`src/rtl/irq_capture.sv`:
```
// rtl/irq_capture.sv - interrupt line conditioner: synchronizer, optional debounce (IRQ_DEBOUNCE_EN), edge/level capture
module irq_capture #(
  parameter int WIDTH           = 8,
  parameter int SYNC_STAGES     = 2,
  parameter int DEBOUNCE_CYCLES = 4
) (
  input  logic             clk,
  input  logic             reset,
  input  logic [WIDTH-1:0] irq_in,
  input  logic [WIDTH-1:0] edge_mode,
  input  logic [WIDTH-1:0] clear,
  output logic [WIDTH-1:0] intreq,
  output logic [WIDTH-1:0] overrun
);

  logic [WIDTH-1:0] sync_q [SYNC_STAGES];
  logic [WIDTH-1:0] sync;
  logic [WIDTH-1:0] filt;
  logic [WIDTH-1:0] prev_q;
  logic [WIDTH-1:0] rise;

  // Synchronizer shift chain; stage 0 samples the raw asynchronous lines
  always_ff @(posedge clk or posedge reset) begin
    if (reset) begin
      for (int k = 0; k < SYNC_STAGES; k++) sync_q[k] <= '0;
    end else begin
      sync_q[0] <= irq_in;
      for (int k = 1; k < SYNC_STAGES; k++) sync_q[k] <= sync_q[k-1];
    end
  end

  assign sync = sync_q[SYNC_STAGES-1];

`ifdef IRQ_DEBOUNCE_EN
  localparam int               CNT_W    = $clog2(DEBOUNCE_CYCLES + 1);
  localparam logic [CNT_W-1:0] CNT_LAST = CNT_W'(DEBOUNCE_CYCLES - 1);
  localparam logic [CNT_W-1:0] CNT_ONE  = CNT_W'(1);

  logic [CNT_W-1:0] cnt_q [WIDTH];
  logic [WIDTH-1:0] filt_q;

  // Debounce: filt only takes the new sync level after it has differed for DEBOUNCE_CYCLES consecutive edges
  always_ff @(posedge clk or posedge reset) begin
    if (reset) begin
      for (int i = 0; i < WIDTH; i++) cnt_q[i] <= '0;
      filt_q <= '0;
    end else begin
      for (int i = 0; i < WIDTH; i++) begin
        if (sync[i] != filt_q[i]) begin
          if (cnt_q[i] == CNT_LAST) begin
            filt_q[i] <= sync[i];
            cnt_q[i]  <= '0;
          end else begin
            cnt_q[i] <= cnt_q[i] + CNT_ONE;
          end
        end else begin
          cnt_q[i] <= '0;
        end
      end
    end
  end

  assign filt = filt_q;
`else
  logic unused_debounce_cfg;

  assign unused_debounce_cfg = ^DEBOUNCE_CYCLES;
  assign filt = sync;
`endif

  assign rise = filt & ~prev_q;

  // Previous filtered level, used to spot rising edges
  always_ff @(posedge clk or posedge reset) begin
    if (reset) prev_q <= '0;
    else       prev_q <= filt;
  end

  // Per-bit request/overrun: level bits track filt, edge bits latch until the controller clears them
  always_ff @(posedge clk or posedge reset) begin
    if (reset) begin
      intreq  <= '0;
      overrun <= '0;
    end else begin
      for (int i = 0; i < WIDTH; i++) begin
        if (!edge_mode[i]) begin
          intreq[i] <= filt[i];
          if (clear[i]) overrun[i] <= 1'b0;
        end else if (rise[i] && clear[i]) begin
          // old request retired, new edge becomes the pending one
          intreq[i] <= 1'b1;
        end else if (rise[i]) begin
          intreq[i] <= 1'b1;
          if (intreq[i]) overrun[i] <= 1'b1;
        end else if (clear[i]) begin
          intreq[i]  <= 1'b0;
          overrun[i] <= 1'b0;
        end
      end
    end
  end

endmodule

```
`config.mk`:
```
export PLATFORM = sky130hd
export DESIGN_NAME = irq_capture
export DESIGN_NICKNAME = d
export VERILOG_FILES = /design/src/rtl/irq_capture.sv
export SDC_FILE = /design/constraint.sdc
export NUM_CORES = 1
export LEC_CHECK = 0
export CAP_MARGIN = 5
export CORE_ASPECT_RATIO = 1.1
export CORE_MARGIN = 5
export CORE_UTILIZATION = 48
export DETAILED_ROUTE_END_ITERATION = 7
export PLACE_DENSITY = 0.82
export RECOVER_POWER = 50
export SYNTH_ARGS = -nofsm -noshare
export SYNTH_HDL_FRONTEND = slang
export SYNTH_SLANG_ARGS = --single-unit
```
`constraint.sdc`:
```
create_clock -name clk -period 2.16 [get_ports clk]
set_input_delay 0.324 -clock clk [delete_from_list [all_inputs] [get_ports clk]]
set_output_delay 0.324 -clock clk [all_outputs]
set_load 0.005 [all_outputs]
```
==> results.py, run 1 <==
metrics = {
    "grt": {
        "grt_max_degree": 41,
        "grt_usage": 0.144,
        "grt_remaining_overflow": 0,
        "grt_pass1_wl_um": 4130,
        "grt_pass1_vias": 1020,
        "antenna_found_initial": 0,
    },
    "critical_path": {
        "max_stage_delay_ns": 0.52,
        "r2r_slack_ns": 1.22,
        "critical_path_depth": 1,
        "cp_cell_sequence": "clkdlybuf4s50_1",
        "cp-start-kind": "flip-flop",
        "worst-path-max-fanout": 3,
        "endpoint_kind": "output port",
        "crit_required_ns": 1.84,
        "crit_buf_inv": 1,
        "crit_family": "buffers and inverters",
        "crit_path_start": "overrun[5]$_DFFE_PP0P_",
        "cp_slowest_cell": "clkdlybuf4s50_1",
        "setup.worst_path.end": "overrun[5]",
        "r2r_cells": 3,
        "path_class": "reg2out",
        "r2r_end": "overrun[5]$_DFFE_PP0P_",
        "worstPathArrival_ns": 1.24,
        "r2r_start": "intreq[5]$_DFFE_PP0P_",
    },
    "timing": {
        "period_needed_ns": 1.56,
        "finalSetupTns_ns": 0,
        "slew_headroom": 0.373,
        "hold_ws_ns": 0.355,
        "drv_slew": 0,
        "skew_ns": 0.00851,
        "finalCritPeriodShare": 0.723,
        "rsz0062_at_grt": "false",
        "hold_viol": 0,
        "tightest_slew_ns": 0.940,
        "fmax_ghz": 0.641,
        "setup_violations": 0,
    },
    "cells_and_area": {
        "diodes": 0,
        "final_cells": 179,
        "final_common_cell": "dfrtp_1",
        "area_growth_pct": 37.9,
        "drive_above_1_share": 0.0685,
        "final_cell_mix": "40 x dfrtp_1, 30 x clkdlybuf4s50_1, 18 x nand2_1",
        "fin_util": 0.677,
        "nets": 172,
    },
    "synth": {
        "synth_cell_types": 12,
        "synth_area_mm2": 0.00133,
        "synth_area_leader_cell": "dfrtp_1",
        "synth_compound_area_frac": 0.113,
        "yosys_warnings": 0,
        "synth_xor_area_frac": 0,
        "syn_inst": 97,
        "synth_fa_ha_area_frac": 0,
        "synthMuxAreaShare": 0,
        "synth_area_leaders": "dfrtp_1 75%, nand2_1 5.1%, and3b_1 3.3%",
        "yosysSeqAreaShare": 0.755,
        "synth_top_family_by_area": "compound AO/OA/AOI/OAI gates",
        "synth.net_count": 123,
        "netlist.area_leader.share": 0.755,
        "avgSynthCellArea_um2": 13.7,
        "ys_ff_latch": 40,
        "synthSimpleGateAreaFrac": 0.112,
    },
    "clocking": {
        "hold_buffers": 0,
        "cts_root_buf": "clkbuf_4",
        "clockBufferDepth": 2,
        "htree_levels": 2,
        "cts_tree": "built",
        "cts_sinks": 40,
        "cts_setup_buffers": 0,
        "clk_pin_slew_ns": 0.10,
        "ctsResizeCount": 0,
        "cts_buffers": 5,
        "insertion_delay_ns": 0.33,
    },
    "placement": {
        "place_congestion": 0.703,
        "dp.cells": 172,
        "portBuffers": 41,
        "place_hpwl_um": 1890,
    },
    "power_and_ir_drop": {
        "p_comb_frac": 0.114,
        "power.internal_mw": 1.00,
        "leakage_nw": 0.815,
        "p_switching_mw": 0.283,
        "pwr-share-clk": 0.252,
        "p_seq_frac": 0.635,
        "power.total_mw": 1.29,
        "power_density_mw_per_mm2": 704,
        "sw_frac_of_total": 0.220,
        "ir_drop_mv": 0.580,
    },
    "floorplan": {
        "row_count": 20,
        "core_area_mm2": 0.00270,
        "die_w_um": 60.1,
        "start_util": 0.491,
        "die-area_mm2": 0.00392,
        "io_pins": 42,
        "die_h_um": 65.1,
    },
    "drt": {
        "routedWlPerCell_um": 13.5,
        "dr.pass1.iters": 4,
        "vias_per_cell": 5.03,
        "drc": 0,
        "drtAntennaViolNets": 0,
        "drtIter0Drc": 35,
        "vias": 901,
        "totalWireLength_um": 2410,
    },
    "worst_hold_path": {
        "hold_class": "reg2reg",
        "whs_path_depth": 0,
    },
    "status": {
        "status": "finished, final reports clean",
    },
    "run": {
        "drv_cap": 0,
    },
}
[cells by family after synthesis]
family / count (synthesis)
compound gates: 21
flops: 40
buf+inv: 7
simple gates: 29
[how the worst min path moves through the flow]
stage | from | slack [ns] | to
2_1_floorplan | sync_q[8]$_DFF_PP0_ | 0.33 | filt[0]$_DFF_PP0_
3_3_place_gp | sync_q[13]$_DFF_PP0_ | 0.33 | filt[5]$_DFF_PP0_
3_5_place_dp | sync_q[15]$_DFF_PP0_ | 0.34 | filt[7]$_DFF_PP0_
4_1_cts | sync_q[13]$_DFF_PP0_ | 0.36 | filt[5]$_DFF_PP0_
5_1_grt | sync_q[13]$_DFF_PP0_ | 0.36 | filt[5]$_DFF_PP0_
6_report | sync_q[13]$_DFF_PP0_ | 0.35 | filt[5]$_DFF_PP0_
[state kept, by name, summed over array words and instances, names as in the netlist]
register and cells:
sync_q 8, filt 8, intreq 8, prev_q 8
overrun 8
[power groups by stage]
stage / registers [mW] / logic, mW / clock network (mW)
after global placement: 0.828 / 0.148 / 0
after detailed placement: 0.832 / 0.154 / 0
after global routing: 0.823 / 0.162 / 0.379
final: 0.817 / 0.146 / 0.324
after floorplan: 0.828 / 0.0477 / 0
after CTS: 0.817 / 0.155 / 0.344
[area by class of cell]
| cell class | instances | area [um^2] |
|---|---|---|
| repair buffers | 42 | 415 |
| clock buffers | 6 | 41.3 |
| flip-flops and latches | 40 | 1000 |
| inverters | 7 | 26.3 |
| multi-input cells | 50 | 299 |
| fillers | 198 | 873 |
| clock inverters | 1 | 5.00 |
| well taps | 33 | 41.3 |
[routing by layer]
| layer | share of wire | global-route usage |
|---|---|---|
| met4 | 0.010 | 0.0471 |
| met2 | 0.52 | 0.247 |
| met5 | 0 | 0 |
| met3 | 0.11 | 0.0766 |
| met1 | 0.36 | 0.148 |
[per-stage QoR]
stage | instance area (um^2) | worst slack (ns)
3_5_place_dp | 1790 | 0.736
5_1_grt | 1830 | 0.517
4_1_cts | 1830 | 0.567
2_1_floorplan | 1330 | 0.918
6_report | 1830 | 0.599
3_3_place_gp | 1790 | 0.839
[cell usage after synthesis (all sizes together)]
cell / n
o32ai: 3
o21ai: 5
and3b: 5
o2bb2ai: 2
nand2: 18
dfrtp: 40
inv: 7
a21oi: 5
nor2: 3
a32o: 3
a22o: 3
nor2b: 3
Note: power is estimated with default switching activity, not from simulation.
==> run 2, diff against run 1 <==
- CORE_UTILIZATION: 48 -> 40
- PLACE_DENSITY: 0.82 -> 0.73
- clock period: 2.16 -> 1.41 ns (I/O delays scaled with it)
==> run 2 against run 1 <==
Net effect:
- worst setup slack worse by 0.43 ns
- sequential cell count stayed put
- critical path type unchanged
- global-route usage is 1.2 points lower
- die area is 17% higher
- wire length is 8.7% higher
- sequential power is 53% higher
- clock-buffer cell count stayed put
==> results.py, run 2 (synthesis results as in run 1) <==
metrics = {
    "status": {
        "status": "finished, final reports clean",
    },
    "critical_path": {
        "cp_cell_sequence": "dlygate4sd2_1",
        "r2r_slack_ns": 0.39,
        "endpoint_kind": "output port",
        "worstPathArrival_ns": 1.02,
        "setup.worst_path.end": "intreq[4]",
        "cp_slowest_cell": "dfrtp_1",
        "cp-start-kind": "flip-flop",
        "crit_required_ns": 1.20,
        "crit_path_start": "intreq[4]$_DFFE_PP0P_",
        "crit_family": "flip-flops",
        "critical_path_depth": 1,
        "max_stage_delay_ns": 0.41,
        "r2r_start": "intreq[5]$_DFFE_PP0P_",
        "r2r_cells": 4,
        "path_class": "reg2out",
        "worst-path-max-fanout": 3,
        "r2r_end": "overrun[5]$_DFFE_PP0P_",
        "crit_buf_inv": 1,
    },
    "timing": {
        "period_needed_ns": 1.24,
        "layout_setup_ws_ns": 0.174,
        "finalSetupTns_ns": 0,
        "slew_headroom": 0.647,
        "setup_violations": 0,
        "drv_slew": 0,
        "tightest_slew_ns": 0.530,
        "fmax_ghz": 0.809,
        "rsz0062_at_grt": "false",
        "skew_ns": 0.0104,
        "hold_viol": 0,
        "finalCritPeriodShare": 0.877,
    },
    "drt": {
        "drc": 0,
        "vias": 969,
        "vias_per_cell": 4.94,
        "routedWlPerCell_um": 13.4,
        "totalWireLength_um": 2620,
        "drtAntennaViolNets": 0,
        "drtIter0Drc": 10,
        "dr.pass1.iters": 4,
    },
    "floorplan": {
        "die_h_um": 70.4,
        "row_count": 22,
        "io_pins": 42,
        "die-area_mm2": 0.00457,
        "die_w_um": 64.9,
        "core_area_mm2": 0.00328,
        "start_util": 0.405,
    },
    "grt": {
        "grt_usage": 0.132,
        "grt_remaining_overflow": 0,
        "antenna_found_initial": 0,
        "grt_max_degree": 23,
        "grt_pass1_vias": 1026,
        "grt_pass1_wl_um": 4510,
    },
    "cells_and_area": {
        "final_cell_mix": "40 x dfrtp_1, 18 x nand2_1, 16 x clkdlybuf4s50_1, 16 x dlygate4sd2_1, 11 x buf_4",
        "fin_util": 0.586,
        "area_growth_pct": 44.6,
        "diodes": 0,
        "final_common_cell": "dfrtp_1",
        "nets": 185,
        "drive_above_1_share": 0.144,
    },
    "clocking": {
        "clockBufferDepth": 2,
        "cts_buffers": 5,
        "cts_sinks": 40,
        "hold_buffers": 0,
        "htree_levels": 2,
        "clk_pin_slew_ns": 0.11,
        "cts_root_buf": "clkbuf_4",
        "insertion_delay_ns": 0.34,
        "cts_tree": "built",
    },
    "placement": {
        "place_hpwl_um": 1950,
        "portBuffers": 41,
        "dpl_worst_slack_ns": 0.158,
        "place_congestion": 0.735,
    },
    "worst_hold_path": {
        "hold_class": "reg2reg",
    },
    "power_and_ir_drop": {
        "leakage_nw": 0.932,
        "ir_drop_mv": 0.768,
        "power_density_mw_per_mm2": 1080,
    },
    "run": {
        "drv_cap": 0,
    },
}
-- run 2: per-stage QoR --
stage | hold slack [ns] | total power, mW | area [um^2] | instances
3_5_place_dp | 0.336 | 1.51 | 1800 | 177
3_3_place_gp | 0.333 | 1.50 | 1800 | 177
2_1_floorplan | 0.243 | 1.34 | 1330 | 97
5_1_grt | 0.370 | 2.18 | 1920 | 196
4_1_cts | 0.148 | 2.11 | 1930 | 196
6_report | 0.357 | 2.07 | 1920 | 196
-- run 2: per-layer routing --
metal,track usage,part of all wire,vias up
li1,-,-,454
met1,0.141,0.38,470
met2,0.211,0.53,35
met3,0.0595,0.061,10
met4,0.0798,0.035,0
met5,0,0,-
-- run 2: worst min-delay path by stage --
| stage | from | end | slack [ns] | cells after the start |
|---|---|---|---|---|
| CTS | reset | sync_q[12]$_DFF_PP0_ | 0.15 | 3 |
| global route | sync_q[10]$_DFF_PP0_ | filt[2]$_DFF_PP0_ | 0.37 | 0 |
| detailed placement | sync_q[11]$_DFF_PP0_ | filt[3]$_DFF_PP0_ | 0.34 | 0 |
| floorplan | irq_in[2] | sync_q[10]$_DFF_PP0_ | 0.24 | 0 |
| global placement | sync_q[15]$_DFF_PP0_ | filt[7]$_DFF_PP0_ | 0.33 | 0 |
| finish | sync_q[11]$_DFF_PP0_ | filt[3]$_DFF_PP0_ | 0.36 | 0 |
-- run 2: cell type report --
class | count | area, um^2
flip-flops and latches | 40 | 1000
clock buffers | 6 | 51.3
well taps | 36 | 45.0
repair buffers | 55 | 485
multi-input cells | 50 | 299
fillers | 285 | 1360
clock inverters | 2 | 10.0
inverters | 7 | 26.3
-- run 2: report_power, final --
group | switching [mW] | internal [mW]
clock network | 0.343 | 0.237
logic | 0.0931 | 0.148
registers | 0.0344 | 1.21
-- run 2: what timing repair did --
| item | 4_1_cts | 5_1_grt |
|---|---|---|
| buffers inserted | 11 | 0 |
| resized for setup | 16 | 0 |
| endpoints found under the setup margin | 16 | 0 |
